--- config.mk ---
export PLATFORM = sky130hd
export DESIGN_NAME = shreg_rs
export DESIGN_NICKNAME = d
export VERILOG_FILES = /design/src/rtl/shreg_rs.sv
export SDC_FILE = /design/constraint.sdc
export NUM_CORES = 1
export LEC_CHECK = 0
export CAP_MARGIN = 5
export CORE_MARGIN = 2
export CORE_UTILIZATION = 46
export CTS_BUF_LIST = sky130_fd_sc_hd__clkbuf_4
export CTS_CLUSTER_DIAMETER = 40
export DETAILED_ROUTE_END_ITERATION = 16
export GPL_ROUTABILITY_DRIVEN = 0
export PLACE_DENSITY = 0.83
export SETUP_SLACK_MARGIN = 0.05
export SYNTH_ARGS = -nofsm -noshare
export SYNTH_HDL_FRONTEND = slang
export SYNTH_SLANG_ARGS = --single-unit
--- constraint.sdc ---
create_clock -name clk -period 3 [get_ports clk]
set_clock_uncertainty 0.1 [all_clocks]
set_input_delay 0.75 -clock clk [delete_from_list [all_inputs] [get_ports clk]]
set_output_delay 0.75 -clock clk [all_outputs]
set_load 0.01 [all_outputs]
--- src/rtl/shreg_rs.sv ---
// shreg_rs - WIDTH-bit universal register with async reset, sync clear/set,
// enable-gated load, shift and rotate, plus serial in/out on both ends.
//
// Optional feature (macro SHREG_RS_COUNT_EN): modes 110/111 increment and
// decrement q, and a registered carry/borrow flag co is exposed. Without the
// macro, modes 110/111 hold q, port co is absent and no adder is built.
//
// Ports:
//   clk   in   rising-edge clock
//   r     in   async active-high reset, q = RESET_VALUE while high
//   c     in   sync clear (highest sync priority), q <= 0
//   s     in   sync set, q <= SET_VALUE
//   e     in   enable for mode operations
//   mode  in   [2:0] 000 hold, 001 load, 010 shl, 011 shr, 100 rol, 101 ror,
//              110 inc / 111 dec (count build) else hold
//   d     in   [WIDTH-1:0] parallel load data
//   sil   in   serial bit entering q[0] on shift-left
//   sir   in   serial bit entering q[WIDTH-1] on shift-right
//   q     out  [WIDTH-1:0] register contents
//   som   out  q[WIDTH-1]
//   sol   out  q[0]
//   co    out  carry/borrow flag (count build only)

// Per-bit next-state mux. Neighbour bits are resolved by the parent so the
// cell never needs to know where it sits in the word.
module shreg_rs_cell (
  input  logic       i_q,      // current value of this bit
  input  logic       i_c,
  input  logic       i_s,
  input  logic       i_set,    // this bit of SET_VALUE
  input  logic       i_e,
  input  logic [2:0] i_mode,
  input  logic       i_d,
  input  logic       i_shl,    // bit arriving on shift-left
  input  logic       i_rol,    // bit arriving on rotate-left
  input  logic       i_shr,    // bit arriving on shift-right
  input  logic       i_ror,    // bit arriving on rotate-right
`ifdef SHREG_RS_COUNT_EN
  input  logic       i_inc,    // this bit of q+1
  input  logic       i_dec,    // this bit of q-1
`endif
  output logic       o_nxt
);
  always_comb begin
    o_nxt = i_q;
    if (i_c)      o_nxt = 1'b0;
    else if (i_s) o_nxt = i_set;
    else if (i_e) begin
      case (i_mode)
        3'b001:  o_nxt = i_d;
        3'b010:  o_nxt = i_shl;
        3'b011:  o_nxt = i_shr;
        3'b100:  o_nxt = i_rol;
        3'b101:  o_nxt = i_ror;
`ifdef SHREG_RS_COUNT_EN
        3'b110:  o_nxt = i_inc;
        3'b111:  o_nxt = i_dec;
`endif
        default: o_nxt = i_q;
      endcase
    end
  end
endmodule

module shreg_rs #(
  parameter int               WIDTH       = 8,
  parameter logic [WIDTH-1:0] RESET_VALUE = {WIDTH{1'b0}},
  parameter logic [WIDTH-1:0] SET_VALUE   = {WIDTH{1'b1}}
) (
  input  logic             clk,
  input  logic             r,
  input  logic             c,
  input  logic             s,
  input  logic             e,
  input  logic [2:0]       mode,
  input  logic [WIDTH-1:0] d,
  input  logic             sil,
  input  logic             sir,
  output logic [WIDTH-1:0] q,
  output logic             som,
  output logic             sol
`ifdef SHREG_RS_COUNT_EN
  ,
  output logic             co
`endif
);
  logic [WIDTH-1:0] r_q;
  logic [WIDTH-1:0] w_nxt;

`ifdef SHREG_RS_COUNT_EN
  logic             r_co;
  logic [WIDTH-1:0] w_inc;
  logic [WIDTH-1:0] w_dec;
  logic             w_cnt;     // counting edge: enabled, no clear/set, mode 11x
  logic             w_wrap;    // carry out of inc or borrow out of dec

  assign w_inc  = r_q + WIDTH'(1);
  assign w_dec  = r_q - WIDTH'(1);
  assign w_cnt  = e & ~c & ~s & (mode[2:1] == 2'b11);
  assign w_wrap = mode[0] ? ~|r_q : &r_q;
`endif

  // Edge bits are wired per position inside generate-ifs, so WIDTH=1 never
  // produces an out-of-range or negative select; rotates degenerate to hold.
  for (genvar i = 0; i < WIDTH; i++) begin : g_bit
    logic w_lo_sh, w_lo_rot, w_hi_sh, w_hi_rot;

    if (i == 0) begin : g_lo_edge
      assign w_lo_sh  = sil;
      assign w_lo_rot = r_q[WIDTH-1];
    end else begin : g_lo_mid
      assign w_lo_sh  = r_q[i-1];
      assign w_lo_rot = r_q[i-1];
    end

    if (i == WIDTH-1) begin : g_hi_edge
      assign w_hi_sh  = sir;
      assign w_hi_rot = r_q[0];
    end else begin : g_hi_mid
      assign w_hi_sh  = r_q[i+1];
      assign w_hi_rot = r_q[i+1];
    end

    shreg_rs_cell u_cell (
      .i_q    (r_q[i]),
      .i_c    (c),
      .i_s    (s),
      .i_set  (SET_VALUE[i]),
      .i_e    (e),
      .i_mode (mode),
      .i_d    (d[i]),
      .i_shl  (w_lo_sh),
      .i_rol  (w_lo_rot),
      .i_shr  (w_hi_sh),
      .i_ror  (w_hi_rot),
`ifdef SHREG_RS_COUNT_EN
      .i_inc  (w_inc[i]),
      .i_dec  (w_dec[i]),
`endif
      .o_nxt  (w_nxt[i])
    );
  end

  always_ff @(posedge clk or posedge r) begin
    if (r) r_q <= RESET_VALUE;
    else   r_q <= w_nxt;
  end

`ifdef SHREG_RS_COUNT_EN
  // co only moves on counting edges; clear/set/reset zero it.
  always_ff @(posedge clk or posedge r) begin
    if (r)             r_co <= 1'b0;
    else if (c | s)    r_co <= 1'b0;
    else if (w_cnt)    r_co <= w_wrap;
  end
  assign co = r_co;
`endif

  assign q   = r_q;
  assign som = r_q[WIDTH-1];
  assign sol = r_q[0];
endmodule

==> results_dict.tcl <==
set metrics [dict create \
    drc_errors 0 \
    routed_wl_mm 1.56 \
    die_area_mm2 0.00173 \
    grt-ovfl-total 0 \
    synthCells 73 \
    syn2layout_area_growth_pct 37.5 \
    worst_slew_pin_slew_ns 0.354 \
    post-cts-setup-buffer-count 0 \
    vias 615 \
    nNetsFinal 113 \
    drt_iter0_drc 6 \
    die_width_um 41.5 \
    grt_max_degree 17 \
    yosysWarnings 0 \
    crit_path_top_delay_cell "clkdlybuf4s50_1" \
    status "finished, final reports clean" \
    clkLatencyLatePin_ns 0.25 \
    crit_required_ns 3.04 \
    fin_crit_sh_pct 76.3 \
    antenna_cells 0 \
    finalCriticalPeriod_ns 2.29 \
    grt_usage_pct 20.3 \
    dp_slack_ns 0.454 \
    largest_reg_flops 8 \
    ios 28 \
    netlist_area_um2 648 \
    top_register "q" \
    rsz0062_at_grt "false" \
    worst-path-buf-inv 1 \
    place.port_buffers 27 \
    final_antenna_net_count 0 \
    path_delay_family "simple AND/OR/NAND/NOR gates" \
    cp-end-kind "flop" \
    finalSetupViolCount 0 \
    wl_per_cell_um 14.4 \
    fmax_mhz 437 \
    cp_cell_sequence "clkdlybuf4s50_1 > or3_1 > nand3_2 > nor2_2 > a221oi_1" \
    htreeDepth 1 \
    syn_avg_cell_area_um2 8.88 \
    cts_tree "built" \
    root_buffer "clkbuf_4" \
    synth_area_leaders "dfrtp_1 (31%), mux2i_1 (9.3%), buf_4 (9.3%), a221oi_1 (8.1%), o21ai_2 (8.1%)" \
    synth.largest_area_cell "dfrtp_1" \
    cts_resized 0 \
    hpwl_mm 1.16 \
    max_slew_margin_pct 76.3 \
    crit_type "in2reg" \
    clock-sinks 8 \
    crit_arrival_ns 2.33 \
    start_util_pct 49.8 \
    clk_pin_slew_ns 0.05 \
    grt_pass1_vias 580 \
    antenna_found_initial 0 \
    finalHoldViolCount 0 \
    leakage_uw 0.000381 \
    cts_hold_buffers 0 \
    drive_above_1_share_pct 17.2 \
    start_kind "input pin" \
    drv_slew 0 \
    core_area_mm2 0.00130 \
    netlist.area_leader.share_pct 30.9 \
    grt_pass1_wl_mm 2.70 \
    hp-class "reg2reg" \
    synth_fp_nets 91 \
    ys_types 25 \
    top_regs "q: 8 flops" \
    peakVddDrop_mv 0.335 \
    rows 13 \
    ys_seq_area_share_pct 30.9 \
    p_per_area_mw_per_mm2 376 \
    slowest_delay_ns 0.53 \
    crit_fanout 9 \
    ys_ff_latch 8 \
    firstDrtPassIters 4 \
    finalSetupTns_ns 0 \
    die_h_um 41.5 \
    worst_slack_ns 0.710 \
    numCtsBuffers 3 \
    cts_max_path_buffers 2 \
    vias_per_cell 5.69 \
    maxCapViolCount 0 \
]
cell usage after synthesis, drive strengths merged:
master / count
buf: 11
a31oi: 1
clkbuf: 1
nand3: 1
nor3b: 1
or3: 1
xor2: 1
nor2: 9
nand2: 7
o21ai: 9
inv: 3
a311oi: 1
dfrtp: 8
a221oi: 6
nand3b: 2
a211oi: 1
a21o: 1
and3b: 2
mux2i: 6
a21oi: 1
stage by stage:
step / power [uW] / util, % / area (um^2) / instances / hold WS, ns
final: 335 / 68.5 / 891 / 108 / 0.528
after global routing: 357 / 68.5 / 891 / 108 / 0.571
after CTS: 337 / 68.5 / 891 / 108 / 0.539
after detailed placement: 255 / 66.7 / 868 / 105 / 0.529
after global placement: 251 / 66.7 / 868 / 105 / 0.514
after floorplan: 206 / - / 648 / 73 / 0.466
where the power goes:
part	total, uW	leakage (uW)	internal, uW	switching (uW)
sequential	130	0.0000990	118	12.4
clock	82.0	0.0000138	45.8	36.3
combinational	122	0.000269	67.7	54.7
total	335	0.000381	231	103
final timing paths:
check,start,end,slack [ns],cells past startpoint
max,mode[1],q[4],0.71,5
min,q[1],q[1],0.53,2
max reg2reg,q[0],q[7],1.80,3
min reg2reg,q[1],q[1],0.53,2
max in group asynchronous,r,q[0],1.94,2
min in group asynchronous,r,q[4],0.63,2
cell usage in the layout (no fill, tap or decap):
master,n
nand3_2,1
clkdlybuf4s50_1,27
a31oi_1,1
nor3b_1,1
nor2_2,1
xor2_2,1
clkbuf_4,3
o21ai_0,3
a21oi_1,1
or3_1,1
a221oi_1,6
nor2_1,8
a211oi_1,1
nand3b_1,2
mux2i_1,6
and3b_2,2
dfrtp_1,8
o21ai_2,6
nand2_1,7
a311oi_1,1
inv_1,3
a21o_1,1
buf_4,2
cell type report:
type,instances,area (um^2)
inverters,3,11.3
multi-input cells,50,353
flip-flops and latches,8,200
clock buffers,3,22.5
well taps,15,18.8
repair buffers,29,285
fillers,126,410
tightest hold or removal path, delay by kind of cell (launching register included):
kind	cells	cell delay [ns]
simple gates	1	0.10
flops	1	0.40
compound gates	1	0.08
layer usage:
| layer | up-vias | GRT usage, % | routed length, um |
|---|---|---|---|
| met3 | 2 | 8.70 | 112 |
| met2 | 24 | 31.9 | 765 |
| met5 | - | 0 | 0 |
| met1 | 295 | 26.2 | 667 |
| met4 | 0 | 3.87 | 10 |
| li1 | 294 | - | - |
kinds of logic (layout without fill, tap and decap cells):
group                  after synthesis  after routing  share of synthesized area [%]
flip-flops                           8              8                           30.9
AO/OA/AOI/OAI                       20             20                           23.9
multiplexers                         6              6                           9.27
AND/OR/NAND/NOR                     23             23                           18.7
XOR/XNOR                             1              1                           2.51
buffers and inverters               15             35                           14.7
No activity file was read; power rests on OpenSTA's default activity.
